`src/rtl/riscv_run_monitor.sv`:
```
// Run-control and trace monitor for the single-cycle RISC-V core.
// Watches pc and the data-memory write port, counts cycles in RUN and ends
// the run on a halt-PC match, a PC stall or a cycle timeout (halt > stall >
// timeout). Stores seen in RUN go into a first-word-fall-through trace FIFO.
//
// Ports:
//   clk, rstn                  clock, async active-low reset
//   start                      one-cycle pulse, begins a run from IDLE/DONE
//   halt_pc, pc                halt address, core program counter
//   memWrite, aluO, writeData  core store strobe, address, data
//   running, done, status      run state, sticky end flag, end cause
//   cycle_count, store_count   saturating cycle / store counters
//   trace_valid/addr/data      FIFO head (non-empty flag, address, data)
//   trace_rd                   pop the FIFO head
//   trace_ovf                  sticky: a store was dropped on a full FIFO
module riscv_run_monitor #(
    parameter int unsigned XLEN        = 32,
    parameter int unsigned CNT_W       = 32,
    parameter int unsigned MAX_CYCLES  = 1000,
    parameter int unsigned STALL_LIMIT = 16,
    parameter int unsigned TRACE_DEPTH = 8
) (
    input  logic             clk,
    input  logic             rstn,
    input  logic             start,
    input  logic [XLEN-1:0]  halt_pc,
    input  logic [XLEN-1:0]  pc,
    input  logic             memWrite,
    input  logic [XLEN-1:0]  aluO,
    input  logic [XLEN-1:0]  writeData,
    output logic             running,
    output logic             done,
    output logic [1:0]       status,
    output logic [CNT_W-1:0] cycle_count,
    output logic [CNT_W-1:0] store_count,
    output logic             trace_valid,
    output logic [XLEN-1:0]  trace_addr,
    output logic [XLEN-1:0]  trace_data,
    input  logic             trace_rd,
    output logic             trace_ovf
);

    localparam int unsigned AW    = $clog2(TRACE_DEPTH);
    localparam int unsigned PW    = AW + 1;
    localparam int unsigned ENT_W = 2 * XLEN;

    localparam logic [CNT_W-1:0] CNT_MAX      = '1;
    localparam logic [CNT_W-1:0] TIMEOUT_LAST = CNT_W'(MAX_CYCLES - 1);
    localparam logic [CNT_W-1:0] STALL_LAST   = CNT_W'(STALL_LIMIT - 1);
    localparam bit               TIMEOUT_EN   = (MAX_CYCLES != 0);
    localparam bit               STALL_EN     = (STALL_LIMIT != 0);

    localparam logic [1:0] STAT_NONE    = 2'b00;
    localparam logic [1:0] STAT_HALT    = 2'b01;
    localparam logic [1:0] STAT_TIMEOUT = 2'b10;
    localparam logic [1:0] STAT_STALL   = 2'b11;

    typedef enum logic [1:0] {
        ST_IDLE = 2'd0,
        ST_RUN  = 2'd1,
        ST_DONE = 2'd2
    } state_t;

    state_t            state_q, state_d;
    logic              running_d, done_d;
    logic [1:0]        status_d;
    logic              start_run;
    logic              in_run;

    logic [XLEN-1:0]   pc_q;
    logic [CNT_W-1:0]  stall_q;
    logic              pc_same;
    logic              halt_hit, stall_hit, timeout_hit;

    logic [PW-1:0]     wr_q, rd_q;
    logic [ENT_W-1:0]  mem [TRACE_DEPTH];
    logic [ENT_W-1:0]  head;
    logic              fifo_empty, fifo_full;
    logic              push_req, push_ok, pop_ok;

    // End-condition detection on this cycle's pc and registered counters
    assign in_run      = (state_q == ST_RUN);
    assign pc_same     = (pc == pc_q);
    assign halt_hit    = (pc == halt_pc);
    assign stall_hit   = STALL_EN && pc_same && (stall_q == STALL_LAST);
    assign timeout_hit = TIMEOUT_EN && (cycle_count == TIMEOUT_LAST);

    // State register
    always_ff @(posedge clk or negedge rstn) begin
        if (!rstn) begin
            state_q <= ST_IDLE;
            running <= 1'b0;
            done    <= 1'b0;
            status  <= STAT_NONE;
        end else begin
            state_q <= state_d;
            running <= running_d;
            done    <= done_d;
            status  <= status_d;
        end
    end

    // Next-state and registered-output decode
    always_comb begin
        state_d   = state_q;
        running_d = running;
        done_d    = done;
        status_d  = status;
        start_run = 1'b0;
        case (state_q)
            ST_IDLE, ST_DONE: begin
                if (start) begin
                    state_d   = ST_RUN;
                    running_d = 1'b1;
                    done_d    = 1'b0;
                    status_d  = STAT_NONE;
                    start_run = 1'b1;
                end
            end
            ST_RUN: begin
                if (halt_hit || stall_hit || timeout_hit) begin
                    state_d   = ST_DONE;
                    running_d = 1'b0;
                    done_d    = 1'b1;
                    if (halt_hit)       status_d = STAT_HALT;
                    else if (stall_hit) status_d = STAT_STALL;
                    else                status_d = STAT_TIMEOUT;
                end
            end
            default: begin
                state_d   = ST_IDLE;
                running_d = 1'b0;
            end
        endcase
    end

    // Previous-cycle pc, free running so the first RUN cycle has a reference
    always_ff @(posedge clk or negedge rstn) begin
        if (!rstn) pc_q <= '0;
        else       pc_q <= pc;
    end

    // Cycle, store and stall counters plus the sticky overflow flag
    always_ff @(posedge clk or negedge rstn) begin
        if (!rstn) begin
            cycle_count <= '0;
            store_count <= '0;
            stall_q     <= '0;
            trace_ovf   <= 1'b0;
        end else if (start_run) begin
            cycle_count <= '0;
            store_count <= '0;
            stall_q     <= '0;
            trace_ovf   <= 1'b0;
        end else if (in_run) begin
            if (cycle_count != CNT_MAX) cycle_count <= cycle_count + CNT_W'(1);
            if (memWrite && (store_count != CNT_MAX)) store_count <= store_count + CNT_W'(1);
            if (!pc_same)                stall_q <= '0;
            else if (stall_q != CNT_MAX) stall_q <= stall_q + CNT_W'(1);
            if (push_req && !push_ok)    trace_ovf <= 1'b1;
        end
    end

    // Trace FIFO: extra pointer MSB separates full from empty
    assign fifo_empty = (wr_q == rd_q);
    assign fifo_full  = (wr_q[PW-1] != rd_q[PW-1]) && (wr_q[AW-1:0] == rd_q[AW-1:0]);
    assign push_req   = in_run && memWrite;
    assign pop_ok     = trace_rd && !fifo_empty && !start_run;
    assign push_ok    = push_req && (!fifo_full || pop_ok);

    always_ff @(posedge clk or negedge rstn) begin
        if (!rstn) begin
            wr_q <= '0;
            rd_q <= '0;
        end else if (start_run) begin
            wr_q <= '0;
            rd_q <= '0;
        end else begin
            if (push_ok) wr_q <= wr_q + PW'(1);
            if (pop_ok)  rd_q <= rd_q + PW'(1);
        end
    end

    // Storage is reset so the head reads zero out of reset
    always_ff @(posedge clk or negedge rstn) begin
        if (!rstn) begin
            for (int i = 0; i < int'(TRACE_DEPTH); i++) mem[i] <= '0;
        end else if (push_ok) begin
            mem[wr_q[AW-1:0]] <= {aluO, writeData};
        end
    end

    assign head        = mem[rd_q[AW-1:0]];
    assign trace_valid = !fifo_empty;
    assign trace_addr  = head[ENT_W-1:XLEN];
    assign trace_data  = head[XLEN-1:0];

endmodule

```
`config.mk`:
```
export PLATFORM = sky130hd
export DESIGN_NAME = riscv_run_monitor
export DESIGN_NICKNAME = d
export VERILOG_FILES = /design/src/rtl/riscv_run_monitor.sv
export SDC_FILE = /design/constraint.sdc
export NUM_CORES = 1
export LEC_CHECK = 0
export ABC_AREA = 1
export CORE_ASPECT_RATIO = 1.25
export CORE_MARGIN = 2
export CORE_UTILIZATION = 30
export CTS_CLUSTER_DIAMETER = 30
export DETAILED_ROUTE_END_ITERATION = 7
export PLACE_DENSITY = 0.5
export SLEW_MARGIN = 25
export SYNTH_ARGS = -nofsm -noshare
export SYNTH_HDL_FRONTEND = slang
export SYNTH_SLANG_ARGS = --single-unit
export TNS_END_PERCENT = 20
```
`constraint.sdc`:
```
create_clock -name clk -period 2.5 [get_ports clk]
set_clock_uncertainty 0.15 [all_clocks]
set_input_delay 0.5 -clock clk [delete_from_list [all_inputs] [get_ports clk]]
set_output_delay 0.5 -clock clk [all_outputs]
set_load 0.05 [all_outputs]
```
==> results_dict.tcl <==
set metrics [dict create \
    ir_worst_vdd_v 0.00139 \
    grt_usage_pct 19.3 \
    nNetsFinal 4516 \
    synth_area_per_cell_um2 8.00 \
    viasPerCell 4.85 \
    cp_cell_sequence "buf_12 > buf_12 > buf_8 > o21ai_1 > o22ai_1 > nor2_1 > a31oi_4 > buf_12" \
    reg2reg_from "rd_q[0]$_DFFE_PN0P_" \
    synth-edff-count 0 \
    r2r-end "mem[184]$_DFFE_PN0P_" \
    grt-ovfl-total 0 \
    hpwl_um 67000 \
    detail-route-antenna-nets 0 \
    final_util_pct 44.4 \
    startpoint_type "flip-flop" \
    clk-insertion-delay-late_ns 0.74 \
    fin_total_pwr_mw 70.5 \
    min_period_ns 3.15 \
    die_area_um2 107000 \
    drcViolationCount 0 \
    rows 132 \
    rsz0062_at_grt "true" \
    num_vias 28385 \
    clk_pin_slew_worst_paths_ns 0.04 \
    cts_buffers 162 \
    finalHoldViolations 0 \
    yosysWarnings 0 \
    synth-main-ff-cell "dfrtp_1" \
    globalplace.congestion 0.900 \
    async_reset_ff_share_pct 100 \
    crit_fanout 10 \
    htreeDepth 4 \
    boundaryPins 267 \
    cpMaxStageDelayCell "dfrtp_4" \
    antenna_found_initial 1 \
    tightest_slew_ns 0.540 \
    setup_viol 583 \
    rrSetupSlack_ns -0.19 \
    clock_sinks 655 \
    tritoncts "built" \
    status "finished with violations" \
    drtIter0Drc 1672 \
    drv_cap 0 \
    rr_worst_depth 15 \
    setup_slack_ns -0.648 \
    synthDistinctLibCells 41 \
    crit_top_cell "buf_12" \
    violations "negative setup slack" \
    synth-seq-cells 655 \
    seq_area_frac_synth_pct 52.4 \
    cpPeakStageDelay_ns 0.54 \
    syn2layout_area_growth_pct 47.0 \
    fmax_ghz 0.318 \
    fp.dieW_um 293 \
    die_h_um 365 \
    routed_wl_um 108000 \
    initial_utilization_pct 30.2 \
    syn-num-nets 4048 \
    root_buffer "clkbuf_16" \
    netlist_instances 3910 \
    drive_above_1_share_pct 18.0 \
    power_leakage_nw 20.7 \
    fin_tns_setup_ns -86.48 \
    synth.cell_area_um2 31300 \
    grt_pass1_wl_um 163000 \
    crit_end "trace_data[5]" \
    port_buffers 266 \
    grt_max_degree 62 \
    drt-pass1-iter-count 5 \
    grt_pass1_vias 28247 \
    crit_required_ns 1.85 \
    cp-startpoint "rd_q[0]$_DFFE_PN0P_" \
    crit_path_end_kind "output port" \
    power_density_nw_per_um2 1540 \
    core_um2 104000 \
    hold_path_class "input port to async pin" \
    worstPathArrival_ns 2.50 \
    drv_slew 0 \
    wl_per_cell_um 18.4 \
    clockBufferDepth 3 \
    min_period_over_period_pct 126 \
    slew_headroom_pct 63.9 \
    path_class "flip-flop to output port" \
]
-- cell type report --
class	count	area [um^2]
fill	10164	57600
sequential	655	16400
multi-input combinational	2794	14200
timing repair buffer	537	6990
clock buffer	229	4750
tap	1340	1680
clock inverter	69	1010
inverter	224	895
timing repair inverter	4	73.8
antenna	1	2.50
-- placed cells by master, fill, tap and decap left out, drive strengths merged, types with 14 or more instances in the layout --
master / instances
nand2: 885
o21ai: 832
dfrtp: 655
nor2: 626
buf: 317
clkbuf: 253
inv: 233
clkdlybuf4s50: 136
nor3: 71
a31oi: 69
o22ai: 64
nand3: 58
xnor2: 54
dlygate4sd2: 54
nand4: 41
clkinv: 31
xor2: 29
a21oi: 23
bufinv: 20
o31ai: 14
-- state kept, by name, indices dropped and copies added (netlist names) --
name	flops
pc_q	32
status	2
store_count	32
state_q	2
cycle_count	32
stall_q	32
running	1
done	1
trace_ovf	1
mem	512
wr_q	4
rd_q	4
-- synth_stat cells, types with 2 or more instances --
master      n  area (um^2)
nand2_4     3         33.8
o21ai_0   326         1630
nor2_4      2         22.5
o21ai_1   506         2530
dfrtp_1   655        16400
nor2_1    618         2320
nand3b_1    3         22.5
o22ai_1    64          400
clkbuf_1   86          323
nor2_2      6         37.5
nand3_1    56          280
a21oi_1    23          115
nand2_2    12         75.1
inv_2       4         15.0
buf_6       7         78.8
nand3_2     2         20.0
a31oi_1    69          432
buf_4      37          278
o21a_1      4         30.0
xor2_1     29          254
nand2_1   870         3270
ha_1        5         62.6
nor3_1     71          355
nand4_1    41          257
nor4_1      3         18.8
xnor2_1    54          473
or2_2       2         12.5
o31ai_1    14          105
buf_1      15         56.3
inv_1     218          818
nor3b_1     2         15.0
and3_1      4         25.0
buf_2      91          455
-- cells by family after synthesis --
family          after synthesis  synth area share, %
buf+inv                     461                 6.53
flops                       655                 52.4
xor+xnor                     83                 2.32
compound gates             1009                 16.9
simple gates               1697                 21.7
fa+ha+maj                     5                0.200
-- per-stage QoR --
step	hold WS (ns)	std cells	area (um^2)	setup slack, ns
5_1_grt	0.105	5852	46000	-0.765
4_1_cts	0.0776	5798	44500	-0.757
3_5_place_dp	0.284	5494	38500	-0.359
2_1_floorplan	0.0544	3910	32200	-0.155
6_report	0.115	5853	46000	-0.648
3_3_place_gp	0.288	5494	38500	-0.318
-- how the worst min path moves through the flow --
stage,start,end,slack (ns),depth (start not counted)
final,rstn,mem[453]$_DFFE_PN0P_,0.12,2
after global routing,pc[17],pc_q[17]$_DFF_PN0_,0.10,1
after CTS,rstn,mem[453]$_DFFE_PN0P_,0.08,2
after detailed placement,rstn,mem[453]$_DFFE_PN0P_,0.28,1
after global placement,rstn,mem[453]$_DFFE_PN0P_,0.29,1
after floorplan,rstn,cycle_count[0]$_DFFE_PN0P_,0.05,0
-- routing by layer --
layer  global-route usage (%)  share of wire [%]  up-vias
met5                        0                  0        -
met1                     24.4                 44    13652
met2                     33.3                 50      617
met3                     3.56                4.1      166
met4                     5.99                2.1        0
li1                         -                  -    13950
-- power breakdown --
part	switching (mW)	internal [mW]	leakage (nW)	total, mW
combinational	18.1	13.8	9.57	31.8
clock	6.68	15.2	2.79	21.9
sequential	2.22	14.6	8.34	16.8
total	27.0	43.6	20.7	70.5
-- worst max-delay path: cells and delay by family, from the launching register on --
kind / cells / cell delay, ns
buf+inv: 4 / 0.65
flops: 1 / 0.54
simple gates: 1 / 0.20
compound gates: 3 / 0.35
-- repair_timing --
action	CTS	global route
hold endpoints to repair	446	0
setup endpoints to repair	145	638
pin swaps	7	71
cloned	3	34
setup buffers	2	20
resized for setup	99	250
hold buffers	1	0
Power figures use the tool's default switching activity.
